==> src/rtl/conv_tile_scheduler.sv <==
// Sequences Cout tiles (outer) x Cin tiles (inner) onto the fixed PE array, issuing one
// pe_controller start per tile and one psum drain per Cout tile.
module conv_tile_scheduler #(
    parameter int unsigned ARRAY_DIM = 16,
    parameter int unsigned CH_W      = 10,
    parameter int unsigned ADDR_W    = 16
) (
    input  logic              clk,
    input  logic              rst,
    input  logic              cfg_valid,
    output logic              cfg_ready,
    input  logic [CH_W-1:0]   cfg_cin,
    input  logic [CH_W-1:0]   cfg_cout,
    input  logic [3:0]        cfg_kh,
    input  logic [3:0]        cfg_kw,
    input  logic [7:0]        cfg_in_h,
    input  logic [7:0]        cfg_in_w,
    input  logic [ADDR_W-1:0] cfg_w_base,
    input  logic [ADDR_W-1:0] cfg_in_base,
    input  logic [ADDR_W-1:0] cfg_out_base,
    input  logic              abort,
    output logic              tile_start,
    input  logic              tile_done,
    output logic [ADDR_W-1:0] tile_w_base,
    output logic [ADDR_W-1:0] tile_in_base,
    output logic              tile_first,
    output logic              tile_last,
    output logic              drain_start,
    input  logic              drain_done,
    output logic [ADDR_W-1:0] drain_out_base,
    output logic              busy,
    output logic              done,
    output logic              err
);

    typedef enum logic [2:0] {
        StIdle, StCalc, StIssue, StWaitTile, StDrain, StWaitDrain, StFinish
    } state_e;

    state_e state_q, state_d;

    logic [CH_W-1:0]   cin_q, cout_q;
    logic [3:0]        kh_q, kw_q;
    logic [7:0]        in_h_q, in_w_q;
    logic [ADDR_W-1:0] w_base_q, in_base_q, out_base_q;

    logic [CH_W-1:0]   n_ci_q, n_co_q, ci_q, co_q;
    logic [ADDR_W-1:0] tw_q, plane_q;
    logic [ADDR_W-1:0] w_addr_q, in_addr_q, out_addr_q;
    logic              err_q;

    logic [CH_W:0]     cin_rnd, cout_rnd;
    logic [CH_W-1:0]   n_ci_calc, n_co_calc;
    logic [7:0]        kk;
    logic [15:0]       hw;
    logic [ADDR_W-1:0] tw_calc, plane_calc;
    logic              cfg_bad;
    logic              ci_is_last, co_is_last, in_tile;
    logic              accept, tile_adv, co_adv;

    // Ceiling division by the array edge, evaluated on the latched descriptor
    assign cin_rnd    = {1'b0, cin_q} + (CH_W+1)'(ARRAY_DIM - 1);
    assign cout_rnd   = {1'b0, cout_q} + (CH_W+1)'(ARRAY_DIM - 1);
    assign n_ci_calc  = CH_W'(cin_rnd / (CH_W+1)'(ARRAY_DIM));
    assign n_co_calc  = CH_W'(cout_rnd / (CH_W+1)'(ARRAY_DIM));
    assign kk         = {4'b0, kh_q} * {4'b0, kw_q};
    assign hw         = {8'b0, in_h_q} * {8'b0, in_w_q};
    assign tw_calc    = ADDR_W'(kk) * ADDR_W'(ARRAY_DIM * ARRAY_DIM);
    assign plane_calc = ADDR_W'(hw);
    assign cfg_bad    = (cin_q == '0) || (cout_q == '0) || (kh_q == '0) || (kw_q == '0) ||
                        ({4'b0, kh_q} > in_h_q) || ({4'b0, kw_q} > in_w_q);

    assign ci_is_last = (ci_q == n_ci_q - CH_W'(1));
    assign co_is_last = (co_q == n_co_q - CH_W'(1));
    assign in_tile    = (state_q == StIssue) || (state_q == StWaitTile);
    assign accept     = (state_q == StIdle) && cfg_valid;

    always_comb begin
        state_d  = state_q;
        tile_adv = 1'b0;
        co_adv   = 1'b0;
        case (state_q)
            StIdle:     if (cfg_valid) state_d = StCalc;
            StCalc:     state_d = cfg_bad ? StFinish : StIssue;
            StIssue:    state_d = StWaitTile;
            StWaitTile: begin
                if (tile_done) begin
                    if (ci_is_last) begin
                        state_d = StDrain;
                    end else begin
                        tile_adv = 1'b1;
                        state_d  = StIssue;
                    end
                end
            end
            StDrain:    state_d = StWaitDrain;
            StWaitDrain: begin
                if (drain_done) begin
                    if (co_is_last) begin
                        state_d = StFinish;
                    end else begin
                        co_adv  = 1'b1;
                        state_d = StIssue;
                    end
                end
            end
            StFinish:   state_d = StIdle;
            default:    state_d = StIdle;
        endcase
        // Abort overrides any same-cycle completion and skips done/err
        if (abort && (state_q != StIdle)) begin
            state_d  = StIdle;
            tile_adv = 1'b0;
            co_adv   = 1'b0;
        end
    end

    always_ff @(posedge clk or posedge rst) begin
        if (rst) begin
            state_q <= StIdle;
        end else begin
            state_q <= state_d;
        end
    end

    always_ff @(posedge clk or posedge rst) begin
        if (rst) begin
            cin_q      <= '0;
            cout_q     <= '0;
            kh_q       <= '0;
            kw_q       <= '0;
            in_h_q     <= '0;
            in_w_q     <= '0;
            w_base_q   <= '0;
            in_base_q  <= '0;
            out_base_q <= '0;
            n_ci_q     <= '0;
            n_co_q     <= '0;
            tw_q       <= '0;
            plane_q    <= '0;
            err_q      <= 1'b0;
            ci_q       <= '0;
            co_q       <= '0;
            w_addr_q   <= '0;
            in_addr_q  <= '0;
            out_addr_q <= '0;
        end else begin
            if (accept) begin
                cin_q      <= cfg_cin;
                cout_q     <= cfg_cout;
                kh_q       <= cfg_kh;
                kw_q       <= cfg_kw;
                in_h_q     <= cfg_in_h;
                in_w_q     <= cfg_in_w;
                w_base_q   <= cfg_w_base;
                in_base_q  <= cfg_in_base;
                out_base_q <= cfg_out_base;
            end
            if (state_q == StCalc) begin
                n_ci_q     <= n_ci_calc;
                n_co_q     <= n_co_calc;
                tw_q       <= tw_calc;
                plane_q    <= plane_calc;
                err_q      <= cfg_bad;
                ci_q       <= '0;
                co_q       <= '0;
                w_addr_q   <= w_base_q;
                in_addr_q  <= in_base_q;
                out_addr_q <= out_base_q;
            end
            // Weight tiles are contiguous across Cout boundaries, so w advances on both paths
            if (tile_adv) begin
                ci_q      <= ci_q + CH_W'(1);
                w_addr_q  <= w_addr_q + tw_q;
                in_addr_q <= in_addr_q + plane_q;
            end
            if (co_adv) begin
                co_q       <= co_q + CH_W'(1);
                ci_q       <= '0;
                w_addr_q   <= w_addr_q + tw_q;
                in_addr_q  <= in_base_q;
                out_addr_q <= out_addr_q + plane_q;
            end
        end
    end

    assign cfg_ready      = (state_q == StIdle);
    assign busy           = (state_q != StIdle);
    assign tile_start     = (state_q == StIssue);
    assign tile_w_base    = w_addr_q;
    assign tile_in_base   = in_addr_q;
    assign tile_first     = in_tile && (ci_q == '0);
    assign tile_last      = in_tile && ci_is_last;
    assign drain_start    = (state_q == StDrain);
    assign drain_out_base = out_addr_q;
    assign done           = (state_q == StFinish);
    assign err            = (state_q == StFinish) && err_q;

endmodule

==> config.mk <==
export PLATFORM = sky130hd
export DESIGN_NAME = conv_tile_scheduler
export DESIGN_NICKNAME = d
export VERILOG_FILES = /design/src/rtl/conv_tile_scheduler.sv
export SDC_FILE = /design/constraint.sdc
export NUM_CORES = 1
export LEC_CHECK = 0
export ABC_CLOCK_PERIOD_IN_PS = 8400
export CAP_MARGIN = 20
export CORE_ASPECT_RATIO = 1.5
export CORE_MARGIN = 3
export CORE_UTILIZATION = 57
export DETAILED_ROUTE_END_ITERATION = 10
export PLACE_DENSITY = 0.85
export SYNTH_ARGS = -nofsm -noshare
export SYNTH_HDL_FRONTEND = slang
export SYNTH_SLANG_ARGS = --single-unit
==> constraint.sdc <==
create_clock -name clk -period 8.4 [get_ports clk]
set_input_delay 1.68 -clock clk [delete_from_list [all_inputs] [get_ports clk]]
set_output_delay 1.68 -clock clk [all_outputs]
set_load 0.05 [all_outputs]
==> results of run 1 <==
stage by stage:
| stage | utilization, % | std cells |
|---|---|---|
| floorplan | - | 1340 |
| global placement | 65.8 | 1726 |
| detailed placement | 65.8 | 1726 |
| CTS | 68.9 | 1763 |
| global route | 68.9 | 1763 |
| finish | 68.9 | 1763 |
synth_stat cells, types with 14 or more instances:
library cell	count	area share [%]
a21o_1	20	1.1
a21oi_1	35	1.3
a31oi_1	22	1.1
and2_1	57	2.7
and3_1	14	0.67
clkbuf_1	31	0.89
dfrtp_1	202	39
fa_1	43	6.6
ha_1	98	9.4
inv_1	87	2.5
mux2_2	85	7.3
nand2_1	195	5.6
nand3_1	31	1.2
nor2_1	68	2.0
nor3_1	23	0.88
o21ai_0	87	3.3
xnor2_1	38	2.5
xor2_1	40	2.7
logic make-up (layout without fill, tap and decap cells):
group	count (synthesis)	after routing	synth area share, %
and+or+nand+nor	453	453	16.4
adders and majority gates	141	141	16.0
buffers and inverters	138	285	4.31
AOI/OAI and AO/OA	241	241	11.9
muxes	87	87	7.48
DFF	202	202	38.7
xor gates and xnor gates	78	78	5.23
layout make-up:
type,instances,area [µm²],share of cell area [%]
tap,276,345,2.23
inverter,89,342,2.21
clock buffer,27,568,3.67
multi-input combinational,1000,7460,48.2
timing repair buffer,159,1580,10.2
sequential,202,5050,32.6
clock inverter,10,131,0.849
registers in the layout (all words and copies together) (netlist names):
name / flops
n_ci_q: 7
state_q: 3
err_q: 1
plane_q: 16
tile_w_base: 16
cout_q: 10
n_co_q: 7
w_base_q: 16
in_base_q: 16
kh_q: 4
drain_out_base: 16
out_base_q: 16
kw_q: 4
in_h_q: 8
cin_q: 10
ci_q: 10
co_q: 10
in_w_q: 8
tw_q: 8
tile_in_base: 16
metal layers:
metal  vias up  share of wire (%)  GRT usage, %
met5         -                  0             0
met4         0                3.2          9.00
met3        66                3.9          2.49
met2       254                 52          43.0
met1      4978                 41          30.2
li1       4888                  -             -
worst reg2reg max path, cell delays in order (launching register included):
cell and delay (ns):
dfrtp_1 0.54, nand2_1 0.13, fa_1 0.52, fa_1 0.55, inv_1 0.06, fa_1 0.52, inv_1 0.05, fa_1 0.53
inv_1 0.05, ha_1 0.35, o21ai_0 0.15, a21o_1 0.22, a21oi_1 0.18, nor3_1 0.09, or4b_2 0.60, nand3_1 0.10
worst max path at each step:
| stage | startpoint | to | slack (ns) | cells after the start |
|---|---|---|---|---|
| 5_1_grt | n_ci_q[0] | tile_last | 3.19 | 8 |
| 2_1_floorplan | rst | ci_q[0] | 1.21 | 1 |
| 3_5_place_dp | in_h_q[0] | plane_q[15] | 3.73 | 15 |
| 4_1_cts | n_ci_q[0] | tile_last | 3.32 | 8 |
| 3_3_place_gp | in_h_q[0] | plane_q[15] | 3.80 | 15 |
| 6_report | n_ci_q[0] | tile_last | 3.34 | 8 |
==> results.md, run 1 <==
* ANT cells at 0
* Root Driver: clkbuf_16
* FF-to-FF setup slack at 3.69 ns
* WP data arrival at 3.38 ns
* Detailed Routing Iterations Pass 1 at 5
* Hold_ws at 0.458 ns
* Worst-path clk slew at 0.06 ns
* CTS Sinks at 202
* Critical path's slowest cell: clkdlybuf4s50_1
* Min-delay worst type: reg2reg
* Slew Limit Fails at 0
* Starting DRT DRC Count at 555
* # Max-Cap Violations at 0
* Yosys cell types at 68
* Synth async-reset ratio at 100%
* Placed cell area at 14800 µm²
* Status: completed
* Mapped Area at 13100 µm²
* Hold path depth at 2
* IO buf count at 153
* Layout cell share with drive strength beyond 1 at 9.89%
* Yosys warns at 0
* Vias/cell at 5.78
* Syn_nets at 1579
* GRT overflow at 0
* Hold Violations, Final at 0
* Initial antenna violation count at 0
* Slowest stage delay, CP at 0.80 ns
* Most frequent cells in the layout: dfrtp_1 (202), nand2_1 (195), clkdlybuf4s50_1 (153), ha_1 (98), o21ai_0 (87)
* Die height at 191 µm
* Synth Register Bits at 202
* Dpl ws at 3.73 ns
* CP required at 6.72 ns
* CTS Hold Buffers Added at 0
* Vias in the first global route at 10605
* WS Path Type: reg2out
* Mapped Cells at 1340
* EDFF count, synth at 0
* Antenna viol nets, final at 0
* GRT Util Overall at 24.2%
* Clk_lat worst skew at 0.50 ns
* WP buf/inv at 2
* Unrepaired setup endpoints after global routing: false
* Die width at 130 µm
* CP Max Fanout at 5
* Die area at 24800 µm²
* Endpoint, Worst Hold: tile_w_base[1]
* Commonest non-fill, non-tap cell in the layout: dfrtp_1
* Layout overhead on the synthesized area at 18.5%
* Top delay family on crit path: compound AO/OA/AOI/OAI gates
* R2r worst-path depth at 15
* DR DRC count at 0
* Routed WL per cell at 16.6 µm
* Largest net degree at the start of global routing at 126
* Post-route cell area at 15500 µm²
* Setup Fix Bufs, Post-CTS at 0
* # IOs at 154
* Slew Limit Headroom at 36.1%
* Initial Utilization at 58.1%
* Critical path, cell by cell: inv_1, ha_1, nand2b_1, a21oi_1, a311o_1, a2111oi_2, and3_1, clkdlybuf4s50_1
* Final setup viols at 0
* First-pass GRT wire length at 49900 µm
* RR Endpoint: plane_q[15]
* Element type at the critical path start: flip-flop
* Total CTS buffers at 21
* Hold Crit Start: w_base_q[1]
* Tmin final at 5.06 ns
* Hpwl dp at 21800 µm
* Post-synthesis sequential area ratio at 38.7%
* Final period utilization at 60.2%
* Total routed wirelength at 29300 µm
* Clk_skew at 0.00968 ns
* R2R Path Start: in_h_q[0]
* H-tree lvl count at 1
* Setup ws final at 3.34 ns
* Fin nets at 1712
* Prevailing post-synth register cell: dfrtp_1
* Row count at 67
* Clock buffer depth at 3
* Slew @ Worst Pin at 0.959 ns
* CP Capture Type: output port
* Core Area at 22500 µm²
* FMAX at 198 MHz
* PostCTS Resize Cnt at 0
* Filler cells at 1761
* Gpl congestion at 0.892
* Vias post-DR at 10186
* Post-Syn Area per Cell at 9.75 µm²
* CTS tree: done
* TNS Setup at 0 ns
Power of run 1 is left out: the tool's default activity adds up to more than one toggle a clock period on the data nets, which glitch-free logic cannot reach.
==> run 2, diff against run 1 <==
--- a/config.mk
+++ b/config.mk
@@ -5,7 +5,7 @@
 export SDC_FILE = /design/constraint.sdc
 export NUM_CORES = 1
 export LEC_CHECK = 0
-export ABC_CLOCK_PERIOD_IN_PS = 8400
+export ABC_CLOCK_PERIOD_IN_PS = 5010
 export CAP_MARGIN = 20
 export CORE_ASPECT_RATIO = 1.5
 export CORE_MARGIN = 3
==> constraint.sdc (replaced) <==
create_clock -name clk -period 5.01 [get_ports clk]
set_input_delay 1.002 -clock clk [delete_from_list [all_inputs] [get_ports clk]]
set_output_delay 1.002 -clock clk [all_outputs]
set_load 0.05 [all_outputs]
==> run 2 against run 1 <==
Net effect:
- critical endpoint is now plane_q[15]
- sequential cell count did not move
- worst hold slack improved by 0.0092 ns
- first-iteration DRC count fell by 9.9%
- worst setup slack got worse by 3.0 ns
- final area rose by 0.44%
- die area did not move
- global-route usage rose by 0.18 points
- clock-buffer cell count rose by 5
- cell count rose by 0.45%
- non-clock buffer count rose by 6
- sequential share of layout area fell by 0.14 points
- routed wire length rose by 1.5%
- critical path type is now reg2reg
==> results.md, run 2 (synthesis gave the netlist of run 1 again) <==
* Status: completed
* Slew Limit Headroom at 37.2% (+1.1 points)
* DR DRC count at 0 (unchanged)
* Commonest non-fill, non-tap cell in the layout: dfrtp_1
* TNS Setup at 0 ns (unchanged)
* Initial Utilization at 58.1% (unchanged)
* Setup Fix Bufs, Post-CTS at 0 (unchanged)
* Total CTS buffers at 21 (unchanged)
* Hpwl dp at 22100 µm (+1.4%)
* Slew Limit Fails at 0 (unchanged)
* Min-delay worst type: reg2reg
* CTS Sinks at 202 (unchanged)
* First-pass GRT wire length at 50200 µm (+0.62%)
* # Max-Cap Violations at 0 (unchanged)
* Unrepaired setup endpoints after global routing: false
* Vias post-DR at 10251 (+0.64%)
* GRT Util Overall at 24.4% (+0.18 points)
* CTS Hold Buffers Added at 0 (unchanged)
* CP Max Fanout at 10 (+5)
* Largest net degree at the start of global routing at 104 (-17%)
* Initial antenna violation count at 1 (+1)
* Final setup viols at 0 (unchanged)
* Clock buffer depth at 3 (unchanged)
* Core Area at 22500 µm² (unchanged)
* Starting DRT DRC Count at 500 (-9.9%)
* WS Path Type: reg2reg
* Vias/cell at 5.79 (+0.18%)
* Layout cell share with drive strength beyond 1 at 10.2% (+0.36 points)
* Fin nets at 1718 (+0.35%)
* Clk_skew at 0.00775 ns (-0.00193 ns)
* CP Capture Type: flip-flop
* Most frequent cells in the layout: dfrtp_1 (202), nand2_1 (195), clkdlybuf4s50_1 (153), ha_1 (98), o21ai_0 (87)
* Die width at 130 µm (unchanged)
* Placed cell area at 14900 µm² (+0.48%)
* Routed WL per cell at 16.8 µm (+1.1%)
* Total routed wirelength at 29800 µm (+1.5%)
* Final period utilization at 92.8%
* Die height at 191 µm (unchanged)
* IO buf count at 153 (unchanged)
* CP required at 5.44 ns (-1.28 ns)
* FMAX at 215 MHz
* Layout overhead on the synthesized area at 19.1%
* Element type at the critical path start: flip-flop
* CTS tree: done
* GRT overflow at 0 (unchanged)
* Die area at 24800 µm² (unchanged)
* Gpl congestion at 0.883 (-0.98%)
* Tmin final at 4.65 ns
* Root Driver: clkbuf_16
* Worst-path clk slew at 0.06 ns (about the same)
* Post-route cell area at 15500 µm² (+0.44%)
* Detailed Routing Iterations Pass 1 at 7 (+2)
* Slew @ Worst Pin at 0.942 ns (-0.0171 ns)
* H-tree lvl count at 1 (unchanged)
* WP data arrival at 5.08 ns (+1.70 ns)
* Antenna viol nets, final at 0 (unchanged)
* Clk_lat worst skew at 0.50 ns (about the same)
* Vias in the first global route at 10650 (+0.42%)
* Row count at 67 (unchanged)
* # IOs at 154 (unchanged)
* Hold Violations, Final at 0 (unchanged)
* PostCTS Resize Cnt at 0 (unchanged)
-- run 2: worst paths after layout --
kind,cells past startpoint,from,slack (ns),to
max,15,in_h_q[0],0.36,plane_q[15]
max in group asynchronous,3,rst,2.96,out_base_q[12]
min in group asynchronous,2,rst,1.04,ci_q[9]
min,2,w_base_q[1],0.47,tile_w_base[1]
min reg2reg,2,w_base_q[1],0.47,tile_w_base[1]
max reg2reg,15,in_h_q[0],0.36,plane_q[15]
-- run 2: per-layer routing --
metal / global-route usage, % / routed length, µm / share of wire (%)
met2: 44.3 / 15500 / 52
met3: 2.71 / 1260 / 4.2
met5: 0 / 0 / 0
met1: 29.4 / 11900 / 40
met4: 9.04 / 1100 / 3.7
-- run 2: stage by stage --
step                utilization [%]  hold slack, ns  instances  setup WS (ns)
floorplan                         -           0.435       1340          0.563
global placement               66.1           0.441       1732          0.402
detailed placement             66.1           0.455       1732          0.350
CTS                            69.2           0.471       1770          0.339
global route                   69.2           0.489       1771         0.0485
finish                         69.2           0.467       1771          0.361
-- run 2: layout make-up --
type                    instances  area (µm²)
multi-input cells            1000        7460
inverters                      89         338
well taps                     276         345
repair buffers                165        1660
flip-flops and latches        202        5050
diodes                          1        2.50
clock inverters                 6        66.3
fillers                      1703        6920
clock buffers                  32         627
-- run 2: critical path: stages (launching register included) --
cell and delay, ns:
dfrtp_1 0.51, nand2_1 0.13, fa_1 0.52, fa_1 0.54, inv_1 0.05, fa_1 0.53, inv_1 0.05, fa_1 0.53
inv_1 0.04, ha_1 0.34, o21ai_0 0.15, a21o_1 0.22, a21oi_1 0.18, nor3_1 0.09, or4b_2 0.60, nand3_1 0.10
Power of run 2 is left out for the same reason.
==> run 3, diff against run 2 <==
==> config.mk (replaced) <==
export PLATFORM = sky130hd
export DESIGN_NAME = conv_tile_scheduler
export DESIGN_NICKNAME = d
export VERILOG_FILES = /design/src/rtl/conv_tile_scheduler.sv
export SDC_FILE = /design/constraint.sdc
export NUM_CORES = 1
export LEC_CHECK = 0
export ABC_CLOCK_PERIOD_IN_PS = 5640
export CAP_MARGIN = 20
export CORE_ASPECT_RATIO = 1.5
export CORE_MARGIN = 3
export CORE_UTILIZATION = 62
export DETAILED_ROUTE_END_ITERATION = 10
export PLACE_DENSITY = 0.91
export SYNTH_ARGS = -nofsm -noshare
export SYNTH_HDL_FRONTEND = slang
export SYNTH_SLANG_ARGS = --single-unit
==> constraint.sdc (replaced) <==
create_clock -name clk -period 5.64 [get_ports clk]
set_input_delay 1.128 -clock clk [delete_from_list [all_inputs] [get_ports clk]]
set_output_delay 1.128 -clock clk [all_outputs]
set_load 0.05 [all_outputs]
==> run 3 against run 2 <==
Net effect:
- utilization rose by 6.3 points
- clock-buffer cell count down 3
- die area fell by 7.8%
- clock skew rose by 0.013 ns
- cell count fell by 1.0%
- final area decreased by 0.11%
- first-iteration DRC count is 28% higher
- non-clock buffer count decreased by 5
- global-route usage rose by 2.8 points
- worst setup slack improved by 0.59 ns
- routed wire length grew 3.0%
- sequential share of layout area about the same
==> results.md, run 3 (synthesis gave the netlist of run 1 again) <==
* Final setup viols at 0 (unchanged)
* Root Driver: clkbuf_16
* Min-delay worst type: reg2reg
* Hpwl dp at 22100 µm (-0.18%)
* Clock buffer depth at 3 (unchanged)
* Setup Fix Bufs, Post-CTS at 0 (unchanged)
* Commonest non-fill, non-tap cell in the layout: dfrtp_1
* Slew Limit Fails at 0 (unchanged)
* H-tree lvl count at 1 (unchanged)
* Core Area at 20600 µm² (-8.4%)
* Slew @ Worst Pin at 1.04 ns (+0.102 ns)
* Hold Violations, Final at 0 (unchanged)
* CTS Hold Buffers Added at 0 (unchanged)
* Initial Utilization at 63.5% (+5.3 points)
* Clk_skew at 0.0205 ns (+0.0127 ns)
* DR DRC count at 0 (unchanged)
* GRT Util Overall at 27.2% (+2.8 points)
* Vias/cell at 5.92 (+2.2%)
* # IOs at 154 (unchanged)
* GRT overflow at 0 (unchanged)
* Unrepaired setup endpoints after global routing: false
* Gpl congestion at 0.876 (-0.79%)
* TNS Setup at 0 ns (unchanged)
* CP required at 6.06 ns (+0.62 ns)
* Tmin final at 4.69 ns (+0.0439 ns)
* Vias in the first global route at 11093 (+4.2%)
* Status: completed
* Element type at the critical path start: flip-flop
* CP Capture Type: flip-flop
* Layout cell share with drive strength beyond 1 at 9.88% (-0.36 points)
* Vias post-DR at 10375 (+1.2%)
* Fin nets at 1713 (-0.29%)
* FF-to-FF setup slack at 0.95 ns (+0.59 ns)
* CTS Sinks at 202 (unchanged)
* Initial antenna violation count at 1 (unchanged)
* Worst-path clk slew at 0.06 ns (about the same)
* PostCTS Resize Cnt at 0 (unchanged)
* Starting DRT DRC Count at 639 (+28%)
* Routed WL per cell at 17.5 µm (+4.1%)
* Slew Limit Headroom at 30.4% (-6.7 points)
* Clk_lat worst skew at 0.51 ns (about the same)
* Total CTS buffers at 21 (unchanged)
* Die area at 22900 µm² (-7.8%)
* WP data arrival at 5.12 ns (+0.04 ns)
* Largest net degree at the start of global routing at 122 (+17%)
* Die height at 184 µm (-4.0%)
* FMAX at 213 MHz (-0.93%)
* Most frequent cells in the layout: dfrtp_1 (202), nand2_1 (195), clkdlybuf4s50_1 (153), ha_1 (98), o21ai_0 (87)
* First-pass GRT wire length at 52400 µm (+4.5%)
* CTS tree: done
* Row count at 64 (-4.5%)
* IO buf count at 153 (unchanged)
* Die width at 125 µm (-3.9%)
* Final period utilization at 83.2% (-9.6 points)
* Total routed wirelength at 30700 µm (+3.0%)
* Antenna viol nets, final at 0 (unchanged)
* Detailed Routing Iterations Pass 1 at 5 (-2)
* # Max-Cap Violations at 0 (unchanged)
* CP Max Fanout at 10 (unchanged)
* Layout overhead on the synthesized area at 18.9%
* WS Path Type: reg2reg
-- run 3: cell count changes in the layout (fill, tap and decap cells not counted), sizes merged --
cell and delta:
clkbuf -3, buf -5, bufinv +3, inv -1
-- run 3: final cells by class --
class	count	area [µm²]
Sequential cell	202	5050
Timing Repair Buffer	160	1610
Tap cell	264	330
Antenna cell	1	2.50
Clock inverter	8	148
Fill cell	1372	5050
Multi-Input combinational cell	1000	7460
Clock buffer	29	586
Inverter	89	338
-- run 3: worst max-delay path: stages, from the launching register on --
cell and delay (ns):
dfrtp_1 0.53, nand2_1 0.13, fa_1 0.52, fa_1 0.55, inv_1 0.05, fa_1 0.53, inv_1 0.06, fa_1 0.54
inv_1 0.05, ha_1 0.33, o21ai_0 0.14, a21o_1 0.21, a21oi_1 0.18, nor3_1 0.09, or4b_2 0.60, nand3_1 0.10
-- run 3: worst paths after layout --
check                            start              to  cells past startpoint
min reg2reg                w_base_q[0]  tile_w_base[0]                      2
min in group asynchronous          rst      state_q[1]                      2
max in group asynchronous          rst     plane_q[14]                      3
max reg2reg                  in_w_q[7]     plane_q[15]                     15
min                        w_base_q[0]  tile_w_base[0]                      2
max                          in_w_q[7]     plane_q[15]                     15
-- run 3: routing by layer --
| layer | up-vias | GRT usage [%] | part of all wire, % |
|---|---|---|---|
| met5 | - | 0 | 0 |
| met4 | 0 | 10.8 | 3.7 |
| met3 | 95 | 3.14 | 4.5 |
| met2 | 331 | 49.5 | 53 |
| met1 | 5075 | 32.9 | 39 |
| li1 | 4874 | - | - |
-- run 3: stage by stage --
stage	setup slack, ns	instance area (µm²)	utilization (%)	hold WS, ns	cells
after floorplan	1.19	13100	-	0.435	1340
after CTS	0.945	15500	75.5	0.470	1752
after detailed placement	0.990	14800	71.9	0.456	1715
final	0.947	15500	75.5	0.469	1753
after global routing	0.709	15500	75.5	0.495	1753
after global placement	1.04	14800	71.9	0.442	1715
Power of run 3 is left out for the same reason.
